===== src/rtl/fetch_stage.sv =====
// Two-phase instruction fetch stage: FETCH latches the ROM byte and advances pc,
// EXEC presents the instruction and optionally takes a jump, HALT freezes the stage.
module fetch_stage #(
    parameter int unsigned ADDR_W = 12
) (
    input  logic              clk,
    input  logic              reset,
    input  logic              enable,
    input  logic [7:0]        prog_byte,
    input  logic              pc_load,
    input  logic [ADDR_W-1:0] load_addr,
    output logic [ADDR_W-1:0] pc,
    output logic [3:0]        instr,
    output logic [3:0]        oprnd,
    output logic              oprnd_oe,
    output logic              valid,
    output logic              halted
);

    localparam logic [3:0] OP_HLT = 4'hF;

    typedef enum logic [1:0] {
        FETCH = 2'd0,
        EXEC  = 2'd1,
        HALT  = 2'd2
    } state_t;

    state_t            state;
    state_t            state_nxt;
    logic [ADDR_W-1:0] pc_nxt;
    logic [3:0]        instr_nxt;
    logic [3:0]        oprnd_nxt;

    // Next-state and datapath update; everything holds unless enabled.
    always_comb begin
        state_nxt = state;
        pc_nxt    = pc;
        instr_nxt = instr;
        oprnd_nxt = oprnd;
        if (enable) begin
            unique case (state)
                FETCH: begin
                    instr_nxt = prog_byte[7:4];
                    oprnd_nxt = prog_byte[3:0];
                    pc_nxt    = pc + ADDR_W'(1);
                    state_nxt = (prog_byte[7:4] == OP_HLT) ? HALT : EXEC;
                end
                EXEC: begin
                    if (pc_load) begin
                        pc_nxt = load_addr;
                    end
                    state_nxt = FETCH;
                end
                HALT: begin
                    state_nxt = HALT;
                end
                default: begin
                    state_nxt = FETCH;
                end
            endcase
        end
    end

    // Status flags are registered from the next state so they track the state register exactly.
    always_ff @(posedge clk) begin
        if (reset) begin
            state    <= FETCH;
            pc       <= '0;
            instr    <= '0;
            oprnd    <= '0;
            valid    <= 1'b0;
            oprnd_oe <= 1'b0;
            halted   <= 1'b0;
        end else begin
            state    <= state_nxt;
            pc       <= pc_nxt;
            instr    <= instr_nxt;
            oprnd    <= oprnd_nxt;
            valid    <= (state_nxt == EXEC);
            oprnd_oe <= (state_nxt == EXEC);
            halted   <= (state_nxt == HALT);
        end
    end

endmodule


===== config.mk =====
export PLATFORM = sky130hd
export DESIGN_NAME = fetch_stage
export DESIGN_NICKNAME = d
export VERILOG_FILES = /design/src/rtl/fetch_stage.sv
export SDC_FILE = /design/constraint.sdc
export NUM_CORES = 1
export LEC_CHECK = 0
export ABC_AREA = 1
export CAP_MARGIN = 15
export CORE_ASPECT_RATIO = 1.1
export CORE_UTILIZATION = 41
export DETAILED_ROUTE_END_ITERATION = 10
export PLACE_DENSITY_LB_ADDON = 0.05
export SLEW_MARGIN = 40
export SYNTH_ARGS = -nofsm -noshare
export SYNTH_HDL_FRONTEND = slang
export SYNTH_SLANG_ARGS = --single-unit

===== constraint.sdc =====
create_clock -name clk -period 2.07 [get_ports clk]
set_input_delay 0.5175 -clock clk [delete_from_list [all_inputs] [get_ports clk]]
set_output_delay 0.5175 -clock clk [all_outputs]
set_load 0.05 [all_outputs]

# == Yosys cells after proc, flatten, opt, wreduce, memory -nomap -nowiden ==
# Cells that the tools add are included.
# op_classes
eq_ne,6
n_addsub,1
reduce_logical,4
mux,5
# ops
operator,count
case mux 12 bit (2 select lines),1
adder 12 x 1 -> 12 bit (second input constant),1
two-way mux 12 bit,1
equality test 2 x 1 -> 1 bit (second input constant),2
equality test 2 bit (second input constant),2
equality test 4 bit (second input constant),1
two-way mux 2 bit,2
case mux 2 bit (2 select lines),1
AND reduction 3 bit,1
logical NOT 2 bit,1
!= test 2 bit (second input constant),1
AND reduction 2 bit,1
nonzero test 2 bit,1
# word_totals
output_inout_bits,23
regBits,24
wordCells,22
inputBits,24

# == Longest topological paths before layout ==
# Gate-level depths: netlist of run 1.
# logic_depth
ltp_word,5
depth_mapped,8
mapped_depth_nobuf,8

# == Worst setup path before layout of run 1 ==
# Ideal clock, no wire load.
# synth_path
path_type,register -> register
startpoint,reg pc[0]
endpoint,reg pc[10]
slack_ns,0.430
arrival_time_ns,1.521
path_stages_with_launch,9
setup_time_ns,0.119
period_less_slack_ns,1.640
path_cell_list,dfxtp_1 > ha_1 > nand3_1 > nor2_1 > nand2_1 > nand2_1 > nand3_1 > nand2_1 > a21oi_2
# synth_via
elab_chain_len,2
# synth_lines
item,line,text
start: declaration,12,"output logic [ADDR_W-1:0] pc,"
start signal: assignment,76,pc <= pc_nxt;
adder 12 x 1 -> 12 bit,45,pc_nxt = pc + ADDR_W'(1);
case mux 12 bit (2 select lines),41,unique case (state)
# Every way passes these cells.
# A chain may end at the register's enable or synchronous reset.

# == Final worst setup path of run 1 ==
# layout_path
startpoint,reg instr[1]
endpoint,out instr[1]
# layout_lines
item,line,text
start: declaration,13,"output logic [3:0] instr,"
start signal: assignment,77,instr <= instr_nxt;
# No word-level cell between the ends.

==> impl_results.md, run 1 <==
- Status: finished clean
- Worst R2R Path Depth: 8
- CTS tree: done
- DR vias/cell: around 5
- Cell area after synthesis: about 1200 um2
- Most frequent cells in the layout: nor2_1, nand2_1, clkdlybuf4s50_1, dfxtp_1, o21ai_0
- CTS sink count: 24
- Io pins: 47
- Die W: ~54 um
- Slowest library cell on the worst path: clkdlybuf4s50_1
- Crit share post-route: a little over nine tenths
- Reg-to-reg endpoint: pc[8]
- # rows: 20
- Slew Viols, Final: 0
- Instance count on the critical path: 1
- Syn avg cell area: around 6.6 um2
- Fillers: approximately 290
- Static leakage: approximately 0.75 nW
- #FFs+latches synth: 24
- TritonCTS Buffers: 3
- Final setup TNS: 0 ps
- Setup crit start: instr[1]
- WS Path Type: flip-flop to output pin
- Post CTS Setup Buffer Count: 0
- CP delay by family, top: buffers and inverters
- # diodes: 0
- Ys Warns: 0
- Final Skew: around 9.3 ps
- Core Box Area: 2800 um2
- R2r startpoint: pc[0]
- Fin. Hold Viols: 0
- GRT Resource Usage Total: about a fifth
- Routability Congestion: ~0.76
- Power per cell area: 646 nW/um2
- Crit path largest cell delay: roughly 810 ps
- Required time of the critical path: approximately 1600 ps
- Finished Cell Area: approximately 1700 um2
- Final setup violation count: 0
- Worst IR Drop VDD: 0.390 mV
- Gr ovfl total: 0
- Area growth syn-to-layout: 38.8%
- Worst-path clk slew: about 140 ps
- Layout cells sized above 1: about a tenth
- Number of global-route vias before repair: around 1.2k
- DR DRC count: 0
- Endpoint class of the critical path: output pin
- Placed Area: 1700 um2
- Final Hold Slack: slightly above 500 ps
- CP Data Arrival Time: about 1500 ps
- Cells along the critical path: clkdlybuf4s50_1
- Crit-path max FO: 2
- Max cap viols: 0
- First-pass GRT wire length: 4.80 mm
- Vias after detailed routing: approximately 1.3k
- Port Buf Inserts: between 40 and 50
- Final min period: roughly 2000 ps
- Non-filler cells, final: approximately 270
- CTS Hold Bufs: 0
- RSZ-0062 raised after global routing: false
- Commonest non-fill, non-tap cell in the layout: nor2_1
- H-tree depth: 1
- DRT iter0 DRCs: 44
- Worst R2R Setup Slack: ~540 ps
- Setup crit end: instr[1]
- Setup crit start kind: flip-flop
- Drt wl/cell: about 11 um
- Latest clock arrival within the worst-skew pair: 320 ps
- Min-delay worst type: flip-flop to flip-flop
- Worst path bufs/invs: 1
- Synthesized Nets: roughly 210
- Synthesized instance count: 186
- Max-slew headroom: roughly 66%
- Die Span Y: roughly 60 um
- Initial antenna violation count: 0
- Slew @ Worst Pin: between 500 and 600 ps
- CTS max path bufs: 2
- DR pass1 iterations: 6
- Largest net degree at the start of global routing: 16
- Post-synthesis cell type count: 24
- Max frequency: roughly 0.50 GHz
- Die ar.: roughly 3200 um2
- Initial core utilization: approximately 44%
- DRT Wirelength: just under 3 mm
- Antenna-violating nets left: 0
- CTS root buf: clkbuf_4
- Post-DP HPWL: 2.20 mm
- Seq/Total Area, Yosys: between 30% and 40%
- Final #Nets: about 260
- Post-Place Cells: between 200 and 300
==> Yosys cell counts (all sizes together) <==
cell    count  area share (%)
nor2       43              14
nand3      10             4.0
a21oi      14             6.3
nor3        2            0.81
inv        17             5.4
buf         4             2.5
o21ai      23             9.3
ha          1             1.0
nand3b      2             1.2
clkbuf      2             1.4
nand4       3             1.5
dfxtp      24              39
or2         2             1.0
a22oi       1            0.61
nand2      38              12
==> registers in the layout, indices dropped and copies added (netlist names) <==
| register | flops |
|---|---|
| pc | 12 |
| instr | 4 |
| oprnd | 4 |
| state | 2 |
| halted | 1 |
| valid | 1 |
==> power by group <==
group          switching (mW)  internal, mW  leakage (nW)
Clock                   0.144        0.0683        0.0138
Combinational           0.231         0.137         0.542
Sequential             0.0300         0.497         0.197
==> through the flow <==
step	power (mW)	setup WS, ps	utilization (%)
floorplan	0.780	430	-
global placement	0.905	225	60.5
detailed placement	0.911	171	60.5
CTS	1.12	20.9	61.1
global route	1.17	5.59	61.2
finish	1.11	59.1	61.2
==> metal layers <==
metal  vias up  track usage, %  share of wire [%]
li1        692               -                  -
met1       599            23.5                 46
met2        39            34.7                 47
met3         4            4.36                6.1
met4         0            8.06                1.0
met5         -               0                  0
==> area by class of cell <==
type                    instances  area [um2]  area share (%)
inverters                      17        66.3            3.87
well taps                      33        41.3            2.41
repair buffers                 49         464            27.1
clock buffers                   3        22.5            1.31
multi-input cells             139         641            37.3
flip-flops and latches         24         480            28.0
==> cells by family after synthesis <==
kind of cell / synth area share [%]
fa+ha+maj: 1.01
simple gates: 34.6
flops: 38.9
compound gates: 16.2
buf+inv: 9.31
==> timing repair <==
item,in CTS,in global routing
endpoints found under the hold margin,0,0
endpoints found under the setup margin,5,1
resized for setup,5,1
==> worst min-delay path by stage <==
stage                         from        to  slack (ps)  cells after the start
final                        pc[3]     pc[3]         520                      2
after global routing         pc[6]     pc[6]         550                      2
after CTS                   pc[11]    pc[11]         520                      2
after detailed placement  oprnd[3]  oprnd[3]         500                      2
after global placement      pc[11]    pc[11]         480                      2
after floorplan           state[1]     valid         540                      3
No activity file was read; power rests on OpenSTA's default activity.
==> run 2, diff against run 1 <==
--- a/config.mk
+++ b/config.mk
@@ -11,2 +11,3 @@
 export CORE_UTILIZATION = 41
+export CTS_BUF_LIST = sky130_fd_sc_hd__clkbuf_2
 export DETAILED_ROUTE_END_ITERATION = 10
==> constraint.sdc (replaced) <==
create_clock -name clk -period 2.07 [get_ports clk]
set_input_delay 0.3105 -clock clk [delete_from_list [all_inputs] [get_ports clk]]
set_output_delay 0.3105 -clock clk [all_outputs]
set_load 0.05 [all_outputs]
==> impl_results.md, run 2 (synthesis results as in run 1) <==
- Latest clock arrival within the worst-skew pair: 340 ps
- RSZ-0062 raised after global routing: false
- Initial antenna violation count: 0
- Worst path bufs/invs: 1
- Status: finished clean
- Cells along the critical path: clkdlybuf4s50_1
- CTS root buf: clkbuf_2
- Top Registers: pc (12), instr (4), oprnd (4)
- Final setup violation count: 0
- Post_cts resized: 0
- Endpoint class of the critical path: output pin
- Largest net degree at the start of global routing: 16
- TritonCTS Buffers: 3
- Die Span Y: 59.6 um
- WS Path Type: flip-flop to output pin
- Die ar.: 3240 um2
- Most frequent cells in the layout: clkdlybuf4s50_1, nor2_1, nand2_1, dfxtp_1, o21ai_0
- Crit path largest cell delay: between 800 and 900 ps
- Number of global-route vias before repair: ~1.2k
- Core Box Area: 2800 um2
- Power per cell area: between 600 and 700 nW/um2
- Slew Viols, Final: 0
- Final #Nets: around 260
- Crit-path max FO: 5
- # rows: 20
- Max cap viols: 0
- Final min period: between 1500 and 2000 ps
- GRT Resource Usage Total: roughly 20%
- Gr ovfl total: 0
- Fillers: 282
- Vias after detailed routing: approximately 1.3k
- DRT Wirelength: 3.05 mm
- Fin. Hold Viols: 0
- Initial core utilization: roughly 44%
- Post CTS Setup Buffer Count: 0
- Static leakage: about 0.7 nW
- Setup crit start kind: flip-flop
- H-tree depth: 1
- Drt wl/cell: roughly 12 um
- Final Skew: 14.5 ps
- Max frequency: 0.503 GHz
- DRT iter0 DRCs: 41
- Io pins: between 40 and 50
- Antenna-violating nets left: 0
- Worst Setup Slack, final: 83.5 ps
- CP Data Arrival Time: between 1500 and 2000 ps
- Post-DP HPWL: around 2.3 mm
- Post-Place Cells: about 260
- Worst-path clk slew: roughly 220 ps
- Min-delay worst type: input port to flip-flop
- Non-filler cells, final: roughly 270
- Slowest library cell on the worst path: clkdlybuf4s50_1
- Multi-input gate area: roughly 640 um2
- Largest register by flop count: pc
- CTS tree: done
- DR DRC count: 0
- Max reg flops: 12
- CTS sink count: 24
- CTS max path bufs: 2
- Crit share post-route: between 90% and 100%
- DR pass1 iterations: 4
- Pre-CTS setup slack: roughly 380 ps
- Max-slew headroom: 65.6%
- Layout cells sized above 1: under 10%
- Final setup TNS: 0 ps
- Port Buf Inserts: 46
- # diodes: 0
- First-pass GRT wire length: 4.86 mm
- Required time of the critical path: about 1800 ps
- CTS Hold Bufs: 0
- Die W: 54.4 um
- Commonest non-fill, non-tap cell in the layout: clkdlybuf4s50_1
- Reg area: slightly below 500 um2
- CP delay by family, top: buffers and inverters
- Routability Congestion: between 0.7 and 0.8
- Area growth syn-to-layout: 39.7%
- DR vias/cell: roughly 5.0
- Slew @ Worst Pin: 514 ps
- Worst IR Drop VDD: 0.375 mV
run 2: changes by cell type in the layout (fill, tap and decap cells not counted):
cell             before  now
dlymetal6s2s_1        1    0
dlygate4sd2_1         5    0
buf_4                 9    3
clkbuf_4              3    0
clkbuf_2              0    3
clkdlybuf4s50_1      34   46
run 2: worst reg2reg max path, delay by kind of cell (launching register included):
family	cells	cell delay [ps]
DFF	1	490
adders and majority gates	1	230
and+or+nand+nor	5	650
AOI/OAI and AO/OA	1	100
run 2: routing by layer:
layer	up-vias	wire, um	track usage [%]	part of all wire [%]
met3	4	182	3.08	6.0
met5	-	0	0	0
li1	692	-	-	-
met4	0	33	6.59	1.1
met2	44	1520	35.5	50
met1	596	1310	25.5	43
run 2: layout make-up:
| class | instances | area share (%) |
|---|---|---|
| Multi-Input combinational cell | 139 | 37.1 |
| Inverter | 17 | 3.84 |
| Timing Repair Buffer | 49 | 28.0 |
| Clock buffer | 3 | 0.870 |
| Tap cell | 33 | 2.39 |
| Sequential cell | 24 | 27.8 |
run 2: per-stage QoR:
| step | util (%) | cell area [um2] | hold slack [ps] | power, mW |
|---|---|---|---|---|
| 2_1_floorplan | - | 1240 | 390 | 0.780 |
| 3_3_place_gp | 61.1 | 1710 | 480 | 0.908 |
| 3_5_place_dp | 61.1 | 1710 | 502 | 0.916 |
| 4_1_cts | 61.6 | 1730 | 518 | 1.09 |
| 5_1_grt | 61.6 | 1730 | 524 | 1.14 |
| 6_report | 61.6 | 1730 | 515 | 1.08 |
run 2: final timing paths:
kind / from / endpoint / slack (ps) / cells after the start
worst max register to register: pc[0] / pc[8] / 540 / 7
worst min-delay path: prog_byte[3] / oprnd[3] / 510 / 3
worst min register to register: pc[11] / pc[11] / 530 / 2
worst max-delay path: pc[0] / pc[0] / 80 / 1
run 2: report_power, final:
part	switching [mW]	leakage, nW	total, mW	internal, mW
clock	0.138	0.0125	0.177	0.0394
sequential	0.0309	0.197	0.529	0.498
combinational	0.233	0.493	0.377	0.145
==> run 3, diff against run 2 <==
- CORE_UTILIZATION: 41 -> 48
==> impl_results.md, run 3 (synthesis results as in run 1) <==
- # diodes: 0
- Post_cts resized: 0
- First-pass GRT wire length: about 5.3 mm
- Fin. Hold Viols: 0
- RSZ-0062 raised after global routing: false
- GRT Resource Usage Total: a little under a quarter
- Min-delay src: pc[11]
- Worst-path clk slew: ~210 ps
- Multi-input gate area: 641 um2
- Status: finished clean
- Crit path largest cell delay: ~860 ps
- Port Buf Inserts: 46
- Setup crit start: pc[8]
- Most frequent cells in the layout: clkdlybuf4s50_1, nor2_1, nand2_1, dfxtp_1, o21ai_0
- WS Path Type: flip-flop to output pin
- Die ar.: approximately 2800 um2
- Final core utilization: 73.6%
- Reg area: about 480 um2
- DR vias/cell: a little over 5
- Largest net degree at the start of global routing: 16
- CTS root buf: clkbuf_2
- Slowest library cell on the worst path: clkdlybuf4s50_1
- CP delay by family, top: buffers and inverters
- Drt wl/cell: approximately 12 um
- Top Registers: pc (12), instr (4), oprnd (4)
- Crit-path max FO: 6
- Max cap viols: 0
- Largest register by flop count: pc
- Fillers: between 150 and 200
- DRT Wirelength: around 3.0 mm
- Post-Place Cells: between 200 and 300
- Setup crit start kind: flip-flop
- CP Data Arrival Time: 1650 ps
- CTS sink count: 24
- Worst path bufs/invs: 1
- DRT iter0 DRCs: 21
- H-tree depth: 1
- Final Skew: approximately 5 ps
- Endpoint class of the critical path: output pin
- Worst IR Drop VDD: 0.534 mV
- R2r startpoint: state[1]
- Cells along the critical path: clkdlybuf4s50_1
- CTS tree: done
- Final Hold Slack: slightly above 500 ps
- Io pins: 47
- Slew @ Worst Pin: 519 ps
- Antenna-violating nets left: 0
- Post CTS Setup Buffer Count: 0
- Routability Congestion: around 0.87
- Static leakage: around 0.70 nW
- Final #Nets: ~260
- Latest clock arrival within the worst-skew pair: roughly 330 ps
- Min-delay worst type: flip-flop to flip-flop
- Slew Viols, Final: 0
- Final setup TNS: 0 ps
- Area growth syn-to-layout: 39.4%
- Number of global-route vias before repair: between 1k and 1.5k
- Required time of the critical path: around 1800 ps
- Max reg flops: 12
- Final min period: approximately 2000 ps
- # rows: 18
- Die Span Y: approximately 55 um
- Vias after detailed routing: 1,335
- Max-slew headroom: approximately two thirds
- DR pass1 iterations: 4
- Crit share post-route: between 90% and 100%
- CTS Hold Bufs: 0
- TritonCTS Buffers: 3
- Post-DP HPWL: 2.31 mm
- Layout cells sized above 1: approximately 6.9%
- DR DRC count: 0
- Die W: around 50 um
- Max frequency: between 0.5 and 0.6 GHz
- Power per cell area: around 630 nW/um2
- CTS max path bufs: 2
- Initial antenna violation count: 0
- Commonest non-fill, non-tap cell in the layout: clkdlybuf4s50_1
- Non-filler cells, final: 262
- Final setup violation count: 0
- Core Box Area: about 2300 um2
- Gr ovfl total: 0
- Initial core utilization: 52.8%
-- run 3: path summary, 6_finish.rpt --
check / endpoint / cells past startpoint / slack [ps]
setup / recovery: pc[8] / 1 / 110
hold / removal: pc[11] / 2 / 520
setup reg to reg: pc[3] / 6 / 580
hold reg to reg: pc[11] / 2 / 520
-- run 3: report_power, final --
group | total [mW] | internal (mW) | switching [mW]
sequential | 0.528 | 0.498 | 0.0301
clock | 0.175 | 0.0395 | 0.135
combinational | 0.379 | 0.145 | 0.234
-- run 3: cell type report --
type,count,area share (%)
timing repair buffer,49,28.0
inverter,17,3.85
clock buffer,3,0.871
multi-input combinational,139,37.2
tap,30,2.18
sequential,24,27.9
-- run 3: metal layers --
| layer | vias to the layer above | share of wire, % | global-route usage, % |
|---|---|---|---|
| met1 | 598 | 43 | 27.8 |
| met3 | 10 | 3.9 | 4.13 |
| met5 | - | 0 | 0 |
| met4 | 0 | 2.5 | 9.92 |
| met2 | 37 | 51 | 42.5 |
| li1 | 690 | - | - |
-- run 3: metrics by stage --
stage / instance area (um2) / total power [mW] / setup WS (ps)
floorplan: 1240 / 0.780 / 430
global placement: 1710 / 0.906 / 437
detailed placement: 1710 / 0.916 / 369
CTS: 1720 / 1.09 / 91.0
global route: 1720 / 1.14 / 1.02
finish: 1720 / 1.08 / 108
